File: src/rtl/filter_div_pkg.sv
// ============================================================================
// Module  : filter_div_pkg
// Brief   : Shared widths and FSM encoding for the filter sequential divider.
// Revision: 1.0 - initial release
// ============================================================================
`default_nettype none

package filter_div_pkg;

  localparam int DIVIDEND_W = 29;
  localparam int DIVISOR_W  = 22;
  localparam int QUO_W      = 8;
  localparam int CNT_W      = $clog2(QUO_W);

  typedef enum logic [1:0] {
    IDLE = 2'd0,
    CALC = 2'd1,
    DONE = 2'd2
  } state_e;

endpackage

`default_nettype wire

File: src/rtl/filter_udiv_step.sv
// ============================================================================
// Module  : filter_udiv_step
// Brief   : One combinational restoring-division step (shift in, trial subtract).
// Revision: 1.0 - initial release
// ============================================================================
`default_nettype none

module filter_udiv_step #(
  parameter int DIVISOR_W = 22
) (
  input  logic [DIVISOR_W-1:0] rem_in,
  input  logic                 shift_in,
  input  logic [DIVISOR_W-1:0] divisor,
  output logic [DIVISOR_W-1:0] rem_out,
  output logic                 q_bit
);

  logic [DIVISOR_W:0] trial;

  always_comb begin
    trial = {rem_in, shift_in};
    q_bit = (trial >= {1'b0, divisor});
    // rem_in < divisor keeps the difference below 2^DIVISOR_W, so a narrow subtract suffices
    rem_out = q_bit ? (trial[DIVISOR_W-1:0] - divisor) : trial[DIVISOR_W-1:0];
  end

endmodule

`default_nettype wire

File: src/rtl/filter_udiv_29ns_22ns_8_seq.sv
// ============================================================================
// Module  : filter_udiv_29ns_22ns_8_seq
// Brief   : Radix-2 restoring unsigned divider, one quotient bit per clock.
// Revision: 1.0 - initial release
// ============================================================================
`default_nettype none

module filter_udiv_29ns_22ns_8_seq #(
  parameter int DIVIDEND_W = filter_div_pkg::DIVIDEND_W,
  parameter int DIVISOR_W  = filter_div_pkg::DIVISOR_W,
  parameter int QUO_W      = filter_div_pkg::QUO_W
) (
  input  logic                  ap_clk,
  input  logic                  ap_rst_n,
  input  logic                  in_valid,
  output logic                  in_ready,
  input  logic [DIVIDEND_W-1:0] dividend,
  input  logic [DIVISOR_W-1:0]  divisor,
  output logic                  out_valid,
  input  logic                  out_ready,
  output logic [QUO_W-1:0]      quotient,
  output logic [DIVISOR_W-1:0]  remainder,
  output logic                  ovf,
  output logic                  dbz
);

  import filter_div_pkg::*;

  localparam int CNT_BITS = (QUO_W > 1) ? $clog2(QUO_W) : 1;
  localparam int CMP_W    = DIVISOR_W + QUO_W;

  if (DIVIDEND_W > DIVISOR_W + QUO_W) begin : g_width_check
    $error("DIVIDEND_W must not exceed DIVISOR_W + QUO_W");
  end

  state_e                state_r;
  state_e                state_nxt;
  logic [DIVISOR_W-1:0]  rem_r;
  logic [QUO_W-1:0]      quo_r;
  logic [CNT_BITS-1:0]   cnt_r;
  logic [DIVISOR_W-1:0]  dvs_r;

  logic                  accept;
  logic                  is_dbz;
  logic                  is_ovf;
  logic [CMP_W-1:0]      dvd_ext;
  logic [CMP_W-1:0]      dvs_shift;
  logic [DIVISOR_W-1:0]  rem_nxt;
  logic                  q_bit;
  logic [QUO_W-1:0]      quo_nxt;

  assign accept    = (state_r == IDLE) && in_valid;
  assign dvd_ext   = CMP_W'(dividend);
  assign dvs_shift = {divisor, {QUO_W{1'b0}}};
  assign is_dbz    = (divisor == '0);
  // Any quotient that would not fit QUO_W bits is caught here, so CALC never wraps
  assign is_ovf    = (dvd_ext >= dvs_shift);

  filter_udiv_step #(
    .DIVISOR_W (DIVISOR_W)
  ) u_step (
    .rem_in   (rem_r),
    .shift_in (quo_r[QUO_W-1]),
    .divisor  (dvs_r),
    .rem_out  (rem_nxt),
    .q_bit    (q_bit)
  );

  assign quo_nxt = {quo_r[QUO_W-2:0], q_bit};

  always_ff @(posedge ap_clk or negedge ap_rst_n) begin
    if (!ap_rst_n) begin
      state_r <= IDLE;
    end else begin
      state_r <= state_nxt;
    end
  end

  always_comb begin
    state_nxt = state_r;
    case (state_r)
      IDLE: begin
        if (in_valid) begin
          state_nxt = (is_dbz || is_ovf) ? DONE : CALC;
        end
      end
      CALC: begin
        if (cnt_r == '0) begin
          state_nxt = DONE;
        end
      end
      DONE: begin
        if (out_ready) begin
          state_nxt = IDLE;
        end
      end
      default: state_nxt = IDLE;
    endcase
  end

  always_comb begin
    in_ready  = (state_r == IDLE);
    out_valid = (state_r == DONE);
  end

  always_ff @(posedge ap_clk or negedge ap_rst_n) begin
    if (!ap_rst_n) begin
      rem_r     <= '0;
      quo_r     <= '0;
      cnt_r     <= '0;
      dvs_r     <= '0;
      quotient  <= '0;
      remainder <= '0;
      ovf       <= 1'b0;
      dbz       <= 1'b0;
    end else if (accept) begin
      dvs_r <= divisor;
      if (is_dbz) begin
        quotient  <= '1;
        remainder <= '0;
        dbz       <= 1'b1;
        ovf       <= 1'b0;
      end else if (is_ovf) begin
        quotient  <= '1;
        remainder <= '0;
        dbz       <= 1'b0;
        ovf       <= 1'b1;
      end else begin
        rem_r <= DIVISOR_W'(dividend[DIVIDEND_W-1:QUO_W]);
        quo_r <= dividend[QUO_W-1:0];
        cnt_r <= CNT_BITS'(QUO_W - 1);
        dbz   <= 1'b0;
        ovf   <= 1'b0;
      end
    end else if (state_r == CALC) begin
      rem_r <= rem_nxt;
      quo_r <= quo_nxt;
      if (cnt_r == '0) begin
        quotient  <= quo_nxt;
        remainder <= rem_nxt;
      end else begin
        cnt_r <= cnt_r - 1'b1;
      end
    end
  end

endmodule

`default_nettype wire
File: config.mk
export PLATFORM = sky130hd
export DESIGN_NAME = filter_udiv_29ns_22ns_8_seq
export DESIGN_NICKNAME = d
export VERILOG_FILES = /design/src/rtl/filter_div_pkg.sv /design/src/rtl/filter_udiv_step.sv /design/src/rtl/filter_udiv_29ns_22ns_8_seq.sv
export SDC_FILE = /design/constraint.sdc
export NUM_CORES = 1
export LEC_CHECK = 0
export CORE_MARGIN = 2
export CORE_UTILIZATION = 32
export CTS_BUF_LIST = sky130_fd_sc_hd__clkbuf_4 sky130_fd_sc_hd__clkbuf_8
export DETAILED_ROUTE_END_ITERATION = 12
export PLACE_DENSITY = 0.51
export SYNTH_ARGS = -nofsm -noshare
export SYNTH_HDL_FRONTEND = slang
export SYNTH_SLANG_ARGS = --single-unit
File: constraint.sdc
create_clock -name ap_clk -period 2.6 [get_ports ap_clk]
set_input_delay 0.78 -clock ap_clk [delete_from_list [all_inputs] [get_ports ap_clk]]
set_output_delay 0.78 -clock ap_clk [all_outputs]
set_load 0.02 [all_outputs]
# --- Word-level counts from Yosys, hierarchy flattened ---
# Index checks and enable logic that the tools add are counted.
totals:
  reg_bits: 89
  inputBits: 55
  out_inout_bits: 34
  elab_cells: 65
op_classes:
  add_sub_neg: 2
  magnitude_cmp: 2
  eq_ne: 9
  n_mux: 32
  reduce_logical: 11
ops:
  columns: ["cell", "n"]
  rows:
  - ["$mux W22", 10]
  - ["$mux W8", 9]
  - ["$ge A29 B30 Y1", 1]
  - ["$ge A23 B22 Y1", 1]
  - ["$logic_not A22 Y1", 1]
  - ["$sub A22 B22 Y22", 1]
  - ["$mux W3", 5]
  - ["$ne A2 B2 Y1 const B", 5]
  - ["$reduce_and A3 Y1", 3]
  - ["$mux W2", 4]
  - ["$pmux W2 S3", 1]
  - ["$reduce_and A4 Y1", 1]
  - ["$reduce_bool A2 Y1", 2]
  - ["$logic_not A3 Y1", 1]
  - ["$mux W1", 3]
  - ["$ne A3 B1 Y1 const B", 1]
  - ["$sub A3 B1 Y3 const B", 1]
  - ["$eq A2 B1 Y1 const B", 1]
  - ["$eq A2 B2 Y1 const B", 1]
  - ["$logic_not A2 Y1", 1]
  - ["$ne A2 B1 Y1 const B", 1]
  - ["$logic_and A1 B1 Y1", 1]
  - ["$logic_or A1 B1 Y1", 1]

# --- Logic depth before layout (Yosys ltp) ---
# Gate-level depths: netlist of the first run.
depth:
  word_depth: 5
  ltp_mapped: 13
  ltp_nobuf: 11

# --- Hierarchy ---
# Synthesis of the first run repeated with hierarchy kept, for this count alone.
unflattened:
  cells_unflattened: 660
  hier_area_um2: 6000.8
modules_own_cells:
  columns: ["module", "instances", "cells_per_inst", "area_each_um2", "seq_area_each_um2"]
  rows:
  - ["filter_udiv_29ns_22ns_8_seq", 1, 418, 4306.6, 2227.1]
  - ["filter_udiv_step", 1, 242, 1694.1, 0.0]

# --- Worst setup path after synthesis of the first run ---
# No wires, ideal clock.
synth_path:
  path_kind: "input to register"
  startpoint: "input divisor[3]"
  endpoint: "register rem_r[10]"
  setup_time_ns: 0.096
  arrival_time_ns: 2.844
  required_ns: 2.504
  slack_ns: -0.340
  cell_stages: 12
  n_path_buf: 2
  path_cell_list: "inv_1 -> ha_1 -> a21o_1 -> a21o_1 -> a21o_1 -> a211oi_1 -> nand3_1 -> a21o_2 -> and2_1 -> buf_4 -> buf_6 -> o31ai_1"
synth_between:
  elab_chain_len: 3
  word_cells_on_any_way: 5
  cone_classes: "order compare: 1; eq/ne: 2; reduce/logical: 2"
synth_lines:
  columns: ["item", "line_no", "rtl"]
  rows:
  - ["from (decl)", "filter_udiv_29ns_22ns_8_seq.sv:18", "input logic [DIVISOR_W-1:0] divisor,"]
  - ["$ge A29 B30 Y1 or $logic_not A22 Y1 (tied branches)", "filter_udiv_29ns_22ns_8_seq.sv:57, filter_udiv_29ns_22ns_8_seq.sv:55", null]
  - ["$ne A2 B2 Y1 (no source line)", null, null]
  - ["$reduce_and A3 Y1 (no source line) (*)", null, null]
  - ["to (signal assigned)", "filter_udiv_29ns_22ns_8_seq.sv:129", "rem_r <= DIVISOR_W'(dividend[DIVIDEND_W-1:QUO_W]);"]
  - ["to (signal assigned)", "filter_udiv_29ns_22ns_8_seq.sv:136", "rem_r <= rem_nxt;"]
  - ["to (decl)", "filter_udiv_29ns_22ns_8_seq.sv:38", "logic [DIVISOR_W-1:0] rem_r;"]
# Mark *: on every way between the ends. The rest lies on a longest branch, timed or not.
# A chain may end at the register's enable or synchronous reset.

# --- Worst setup path in the final report of the first run ---
layout_path:
  startpoint: "input dividend[27]"
  endpoint: "register rem_r[11]"
layout_between:
  elab_chain_len: 3
layout_lines:
  columns: ["item", "line_no", "rtl"]
  rows:
  - ["from (decl)", "filter_udiv_29ns_22ns_8_seq.sv:17", "input logic [DIVIDEND_W-1:0] dividend,"]
  - ["$ge A29 B30 Y1", "filter_udiv_29ns_22ns_8_seq.sv:57", "assign is_ovf = (dvd_ext >= dvs_shift);"]
  - ["$ne A2 B2 Y1 (no source line)", null, null]
  - ["$reduce_and A3 Y1 (no source line)", null, null]
# No other way between the ends.

==> results.py, run 1 <==
metrics = {
    "die": {
        "die_x_um": 138.1,
        "initial_core_util_pct": 32.34,
        "dieHeight_um": 138.1,
        "core_region_area_um2": 17780,
        "boundaryPins": 89,
        "design.die.area_um2": 19060,
        "number_of_cell_rows": 49,
    },
    "route": {
        "dr.first_iter.drc_count": 366,
        "post-route-drc-count": 0,
        "postRouteWirelength_um": 21100,
        "mean_number_of_vias_per_cell": 5.250,
        "drt-wirelength-per-cell_um": 19.29,
        "vias": 5743,
        "antenna_violating_nets_post_route": 0,
        "first_pass_iters": 5,
    },
    "logic_synthesis": {
        "synth_area_in_adders_pct": 10.14,
        "yosys_most_used_dff": "sky130_fd_sc_hd__dfrtp_1",
        "synth_compound_gate_area_share_pct": 23.63,
        "synth-seq-area-share_pct": 38.73,
        "synth_area_leaders": "sky130_fd_sc_hd__dfrtp_1 39%, sky130_fd_sc_hd__ha_1 9.8%, sky130_fd_sc_hd__nand2_1 4.2%",
        "synth-edff-count": 0,
        "synth.top_cell.area_share_pct": 38.73,
        "synth.distinct_cells": 65,
        "synth-xor-area-share_pct": 2.132,
        "netlist.top_cell.by_area": "sky130_fd_sc_hd__dfrtp_1",
        "dominant_combinational_cell_family_by_area_after_synthesis": "compound AO/OA/AOI/OAI gates",
        "synth_async_sr_flop_share_pct": 100.0,
        "synthesis.nets": 739,
        "synth_cells": 638,
        "ys_ff_latch": 89,
        "mux_cell_area_share_after_synthesis_pct": 4.112,
        "yosysWarningCount": 0,
        "syn-cell-area_um2": 5751,
        "synth-simple-area-share_pct": 14.16,
        "post_synth.cell_area_avg_um2": 9.013,
    },
    "finish": {
        "antennaDiodeCount": 0,
        "layout_common_cells": "128 x sky130_fd_sc_hd__buf_4, 89 x sky130_fd_sc_hd__dfrtp_1, 52 x sky130_fd_sc_hd__inv_1",
        "layout.nets": 961,
        "area_growth_pct": 58.20,
        "drive_gt1_share_pct": 38.84,
        "final_cell_count_no_fill": 1094,
        "final_common_cell": "sky130_fd_sc_hd__buf_4",
    },
    "worst_setup_path": {
        "critical_path_class": "in -> reg",
        "arrival_time_reported_for_the_critical_path_endpoint_ns": 3.00,
        "cp-start-kind": "input pin",
        "crit_path_end_kind": "flop",
        "path_max_fanout": 6,
        "worstPathRequired_ns": 2.86,
    },
    "outcome": {
        "outcome": "finished, violations left",
        "failed_checks": "setup timing",
    },
    "timing": {
        "finalSetupViolCount": 37,
        "setup_slack_ns": -0.1410,
        "final_count_of_pins_violating_max_slew": 0,
        "whs_ns": 0.3124,
        "final.period_utilization_pct": 105.4,
        "report.final.hold_viol_count": 0,
        "max_freq_mhz": 364.8,
        "totalNegativeSetupSlack_ns": -2.367,
        "finalCriticalPeriod_ns": 2.741,
        "rsz0062_at_grt": "yes",
        "max_transition_margin_pct": 52.46,
        "tightestPinTransition_ns": 0.7114,
        "clock-skew-final_ns": 0.01038,
    },
    "clock_network": {
        "htree_num_levels": 3,
        "worstSkewPairLatency_ns": 0.38,
        "ctsLongestPathBuffers": 2,
        "cts.reportedPaths.clkPinSlew_ns": 0.10,
        "clock_sinks": 89,
        "cts_hold_buffers": 0,
        "number_of_buffers_created_by_cts": 9,
        "cts_root_buffer": "sky130_fd_sc_hd__clkbuf_8",
        "tritoncts": "done",
    },
    "grt": {
        "globalRouteOverflowTotal": 0,
        "initial_antenna_violation_count": 0,
        "grt_max_degree": 38,
        "grt_pass1_vias": 5990,
        "gr-usage-all-layers_pct": 21.66,
        "wire_length_of_the_first_global_routing_pass_um": 32560,
    },
    "placed_design": {
        "placed_cells_incl_taps": 1051,
        "place.gp.congestion": 0.9416,
        "post-place-ws_ns": -1.047,
        "io_buffer_count": 88,
        "hpwl_um": 15060,
    },
    "pwr": {
        "report.power.total_uw": 13890,
        "leakagePower_uw": 0.004202,
        "max-vdd-ir-drop_mv": 0.6450,
        "power.density_cell_area_nw_per_um2": 1527,
    },
    "hold_path": {
        "worst_hold_path_type": "in -> async",
    },
    "flow_run": {
        "maxCapViolations": 0,
    },
}
worst max-delay path: stages:
cell                            delay, ns
sky130_fd_sc_hd__dlygate4sd2_1       0.30
sky130_fd_sc_hd__ha_4                0.24
sky130_fd_sc_hd__a211oi_4            0.26
sky130_fd_sc_hd__o32ai_4             0.14
sky130_fd_sc_hd__a211oi_4            0.30
sky130_fd_sc_hd__nand3_2             0.15
sky130_fd_sc_hd__a21o_4              0.27
sky130_fd_sc_hd__buf_12              0.14
sky130_fd_sc_hd__buf_8               0.14
sky130_fd_sc_hd__a32oi_1             0.18
sky130_fd_sc_hd__o31ai_1             0.09
repair_timing:
action / 4_1_cts / 5_1_grt
setup buffers: 11 / 13
pin swaps: 85 / 55
endpoints found under the setup margin: 66 / 66
gates cloned: 5 / 1
resized for setup: 194 / 112
sequential cells by signal, summed over array words and instances, names as in the netlist:
register and count:
dvs_r 22, rem_r 22, remainder 22, quo_r 8
quotient 8, cnt_r 3, state_r 2, dbz 1
ovf 1
per-stage QoR:
| step | utilization [%] | cell area (um^2) |
|---|---|---|
| floorplan | - | 5828 |
| global placement | 44.26 | 7869 |
| detailed placement | 44.26 | 7869 |
| CTS | 48.46 | 8616 |
| global route | 51.17 | 9097 |
| finish | 51.17 | 9097 |
cell families (layout without fill, tap and decap cells):
logic type	after synthesis	count (layout)
fa+ha+maj	46	46
simple gates	170	174
flops	89	89
buf+inv	96	319
xor+xnor	14	14
compound gates	200	200
mux	23	23
cell usage after synthesis (all sizes together), types with 4 or more instances:
library cell and number:
nor3 6, buf 11, and4 4, inv 61, o21a 8, a31oi 6
nand4 7, dfrtp 89, ha 45, a21o 18, nor2 25, nand3 31
and2 7, o211ai 9, nor2b 5, mux2i 21, nand2 64, xor2 8
o21ai 64, o31ai 12, a32oi 22, xnor2 6, a211o 5, a21oi 32
a211oi 4, clkbuf 24, nor4 5, nand2b 5
per-layer routing:
metal	vias up	GRT usage (%)	part of all wire [%]
li1	2742	-	-
met1	2795	27.85	44
met2	178	38.35	50
met3	28	2.771	3.8
met4	0	6.015	1.7
met5	-	0	0
power by group:
group	switching, uW	internal [uW]
clock network	582	559
registers	473	2080
logic	5360	4840
layout make-up:
cell class                 count  area (um^2)
inverter                      61        241.5
clock inverter                 6        91.34
tap                          229        286.5
clock buffer                  10        131.4
sequential                    89         2227
fill                        1641         8682
timing repair buffer         242         2187
multi-input combinational    457         3933
final timing paths:
path                               start       endpoint  slack [ns]  cells after the start
max reg2reg                     dvs_r[5]  remainder[15]       -0.11                     11
max in group asynchronous       ap_rst_n    quotient[0]        1.69                      2
min in group ap_clk        remainder[12]  remainder[12]        0.50                      2
min                             ap_rst_n  remainder[11]        0.31                      1
min reg2reg                remainder[12]  remainder[12]        0.50                      2
max                         dividend[27]      rem_r[11]       -0.14                     11
Note: power is estimated with default switching activity, not from simulation.
==> inputs of run 2 (changes only) <==
--- a/config.mk
+++ b/config.mk
@@ -10,6 +10,7 @@
 export CTS_BUF_LIST = sky130_fd_sc_hd__clkbuf_4 sky130_fd_sc_hd__clkbuf_8
 export DETAILED_ROUTE_END_ITERATION = 12
 export PLACE_DENSITY = 0.51
+export SETUP_SLACK_MARGIN = 0.4
 export SYNTH_ARGS = -nofsm -noshare
 export SYNTH_HDL_FRONTEND = slang
 export SYNTH_SLANG_ARGS = --single-unit
==> run 2 against run 1 <==
  * Fmax decreased by 2.2%
  * First-iteration DRC count decreased by 14%
  * Sequential share of layout area decreased by 0.56 points
  * Clock skew decreased by 0.0016 ns
  * The flow still finishes with violations (setup timing)
  * Global-route usage decreased by 0.13 points
  * Wire length increased by 1.5%
  * Largest cell class unchanged
  * Final cell count increased by 0.91%
  * Clock power decreased by 8%
  * Register-to-register slack got worse by 0.09 ns
  * Flip-flop and latch count unchanged
  * Combinational power increased by 9%
  * Non-clock buffer count increased by 7
==> results.py, run 2 (synthesis gave the netlist of run 1 again) <==
metrics = {
    "timing": {
        "setup_slack_ns": -0.2012,
        "final.period_utilization_pct": 107.7,
        "final_count_of_pins_violating_max_slew": 0,
        "max_freq_mhz": 357.0,
        "finalCriticalPeriod_ns": 2.801,
        "clock-skew-final_ns": 0.008785,
        "finalSetupViolCount": 63,
        "max_transition_margin_pct": 28.98,
        "rsz0062_at_grt": "yes",
        "tightestPinTransition_ns": 1.063,
        "report.final.hold_viol_count": 0,
    },
    "worst_setup_path": {
        "worstPathRequired_ns": 2.83,
        "cp-start-kind": "flop",
        "crit_family": "compound AO/OA/AOI/OAI gates",
        "path_max_fanout": 5,
        "cpMaxStageDelayCell": "sky130_fd_sc_hd__dfrtp_1",
        "cp.buffers_inverters": 0,
        "crit_path_end_kind": "flop",
        "max_stage_delay_ns": 0.43,
        "crit_chain": "ha_4 -> o211ai_2 -> a21o_2 -> a31oi_4 -> a311o_1 -> a41o_4 -> and2_4 -> mux2i_2 -> o21ai_1",
        "arrival_time_reported_for_the_critical_path_endpoint_ns": 3.03,
        "critical_path_class": "reg -> reg",
    },
    "route": {
        "dr.first_iter.drc_count": 314,
        "postRouteWirelength_um": 21430,
        "first_pass_iters": 5,
        "mean_number_of_vias_per_cell": 5.370,
        "post-route-drc-count": 0,
        "drt-wirelength-per-cell_um": 19.41,
        "antenna_violating_nets_post_route": 0,
        "vias": 5928,
    },
    "clock_network": {
        "clock_sinks": 89,
        "htree_num_levels": 3,
        "number_of_buffers_created_by_cts": 9,
        "tritoncts": "done",
        "worstSkewPairLatency_ns": 0.38,
        "cts_root_buffer": "sky130_fd_sc_hd__clkbuf_8",
        "cts_hold_buffers": 0,
        "cts.reportedPaths.clkPinSlew_ns": 0.10,
        "ctsLongestPathBuffers": 2,
    },
    "finish": {
        "filler_cell_count": 1621,
        "seqCellArea_um2": 2228,
        "layout.nets": 971,
        "layout_common_cells": "126 x sky130_fd_sc_hd__buf_4, 88 x sky130_fd_sc_hd__dfrtp_1, 52 x sky130_fd_sc_hd__inv_1",
        "final_common_cell": "sky130_fd_sc_hd__buf_4",
        "antennaDiodeCount": 0,
        "multi_input_comb_area_um2": 4059,
        "top_regs": "dvs_r x22, rem_r x22, remainder x22",
        "area_growth_pct": 62.01,
        "drive_gt1_share_pct": 41.03,
    },
    "die": {
        "core_region_area_um2": 17780,
        "initial_core_util_pct": 32.34,
        "design.die.area_um2": 19060,
        "die_x_um": 138.1,
        "boundaryPins": 89,
        "dieHeight_um": 138.1,
        "number_of_cell_rows": 49,
    },
    "pwr": {
        "report.power.total_uw": 14660,
        "max-vdd-ir-drop_mv": 0.6618,
        "power.density_cell_area_nw_per_um2": 1573,
        "leakagePower_uw": 0.004363,
    },
    "hold_path": {
        "worst_hold_path_type": "in -> async",
    },
    "grt": {
        "initial_antenna_violation_count": 0,
        "grt_pass1_vias": 5895,
        "globalRouteOverflowTotal": 0,
        "grt_max_degree": 48,
        "wire_length_of_the_first_global_routing_pass_um": 32340,
        "gr-usage-all-layers_pct": 21.53,
    },
    "placed_design": {
        "io_buffer_count": 88,
        "place.gp.congestion": 0.9388,
        "hpwl_um": 15130,
        "post-place-ws_ns": -1.173,
    },
    "outcome": {
        "failed_checks": "setup timing",
        "outcome": "finished, violations left",
    },
    "flow_run": {
        "maxCapViolations": 0,
    },
}
==> run 2: cell count changes in the layout (fill, tap and decap cells not counted), moves of 5 or more <==
| cell | change |
|---|---|
| sky130_fd_sc_hd__mux2i_4 | +6 |
| sky130_fd_sc_hd__buf_6 | +12 |
| sky130_fd_sc_hd__mux2i_2 | -7 |
| sky130_fd_sc_hd__buf_2 | +5 |
| sky130_fd_sc_hd__clkdlybuf4s50_1 | -16 |
==> run 2: worst paths after layout <==
check | end | slack [ns] | cells after the start | start
max | remainder[5] | -0.20 | 9 | rem_r[3]
min | remainder[3] | 0.28 | 1 | ap_rst_n
max reg2reg | remainder[5] | -0.20 | 9 | rem_r[3]
min reg2reg | cnt_r[0] | 0.49 | 1 | cnt_r[0]
max in group asynchronous | dvs_r[18] | 1.69 | 2 | ap_rst_n
min in group ap_clk | cnt_r[0] | 0.49 | 1 | cnt_r[0]
==> run 2: layer usage <==
metal | vias to the layer above | global-route usage, % | share of wire, %
met3 | 32 | 3.464 | 3.9
met1 | 2938 | 29.25 | 46
li1 | 2788 | - | -
met4 | 0 | 7.304 | 2.3
met2 | 170 | 35.12 | 48
met5 | - | 0 | 0
==> run 2: power breakdown <==
group | total (uW) | leakage, uW | internal [uW] | switching (uW)
registers | 2530 | 0.00108 | 2080 | 452
logic | 11100 | 0.00318 | 5360 | 5720
clock network | 1050 | 0.000106 | 509 | 540
total | 14700 | 0.00436 | 7950 | 6710
==> run 2: metrics by stage <==
| step | TNS (ns) | std cells | util, % | area, um^2 | hold WS [ns] |
|---|---|---|---|---|---|
| global placement | -71.90 | 1052 | 44.46 | 7905 | 0.4616 |
| CTS | -7.364 | 1089 | 48.68 | 8655 | 0.2895 |
| floorplan | -1.866 | 638 | - | 5876 | 0.4445 |
| global route | -10.20 | 1104 | 52.40 | 9316 | 0.2888 |
| detailed placement | -72.19 | 1052 | 44.46 | 7905 | 0.4663 |
| finish | -6.235 | 1104 | 52.40 | 9316 | 0.2846 |
==> run 2: repair_timing <==
action | CTS | global route
cloned | 9 | 1
pin swaps | 93 | 65
setup buffers | 12 | 14
resized for setup | 241 | 122
endpoints found under the setup margin | 69 | 71
==> run 2: area by class of cell <==
| class | count | area share, % |
|---|---|---|
| clock buffers | 12 | 1.706 |
| clock inverters | 4 | 0.5506 |
| inverters | 61 | 2.646 |
| multi-input cells | 460 | 43.57 |
| flip-flops and latches | 89 | 23.92 |
| well taps | 229 | 3.075 |
| repair buffers | 249 | 24.54 |
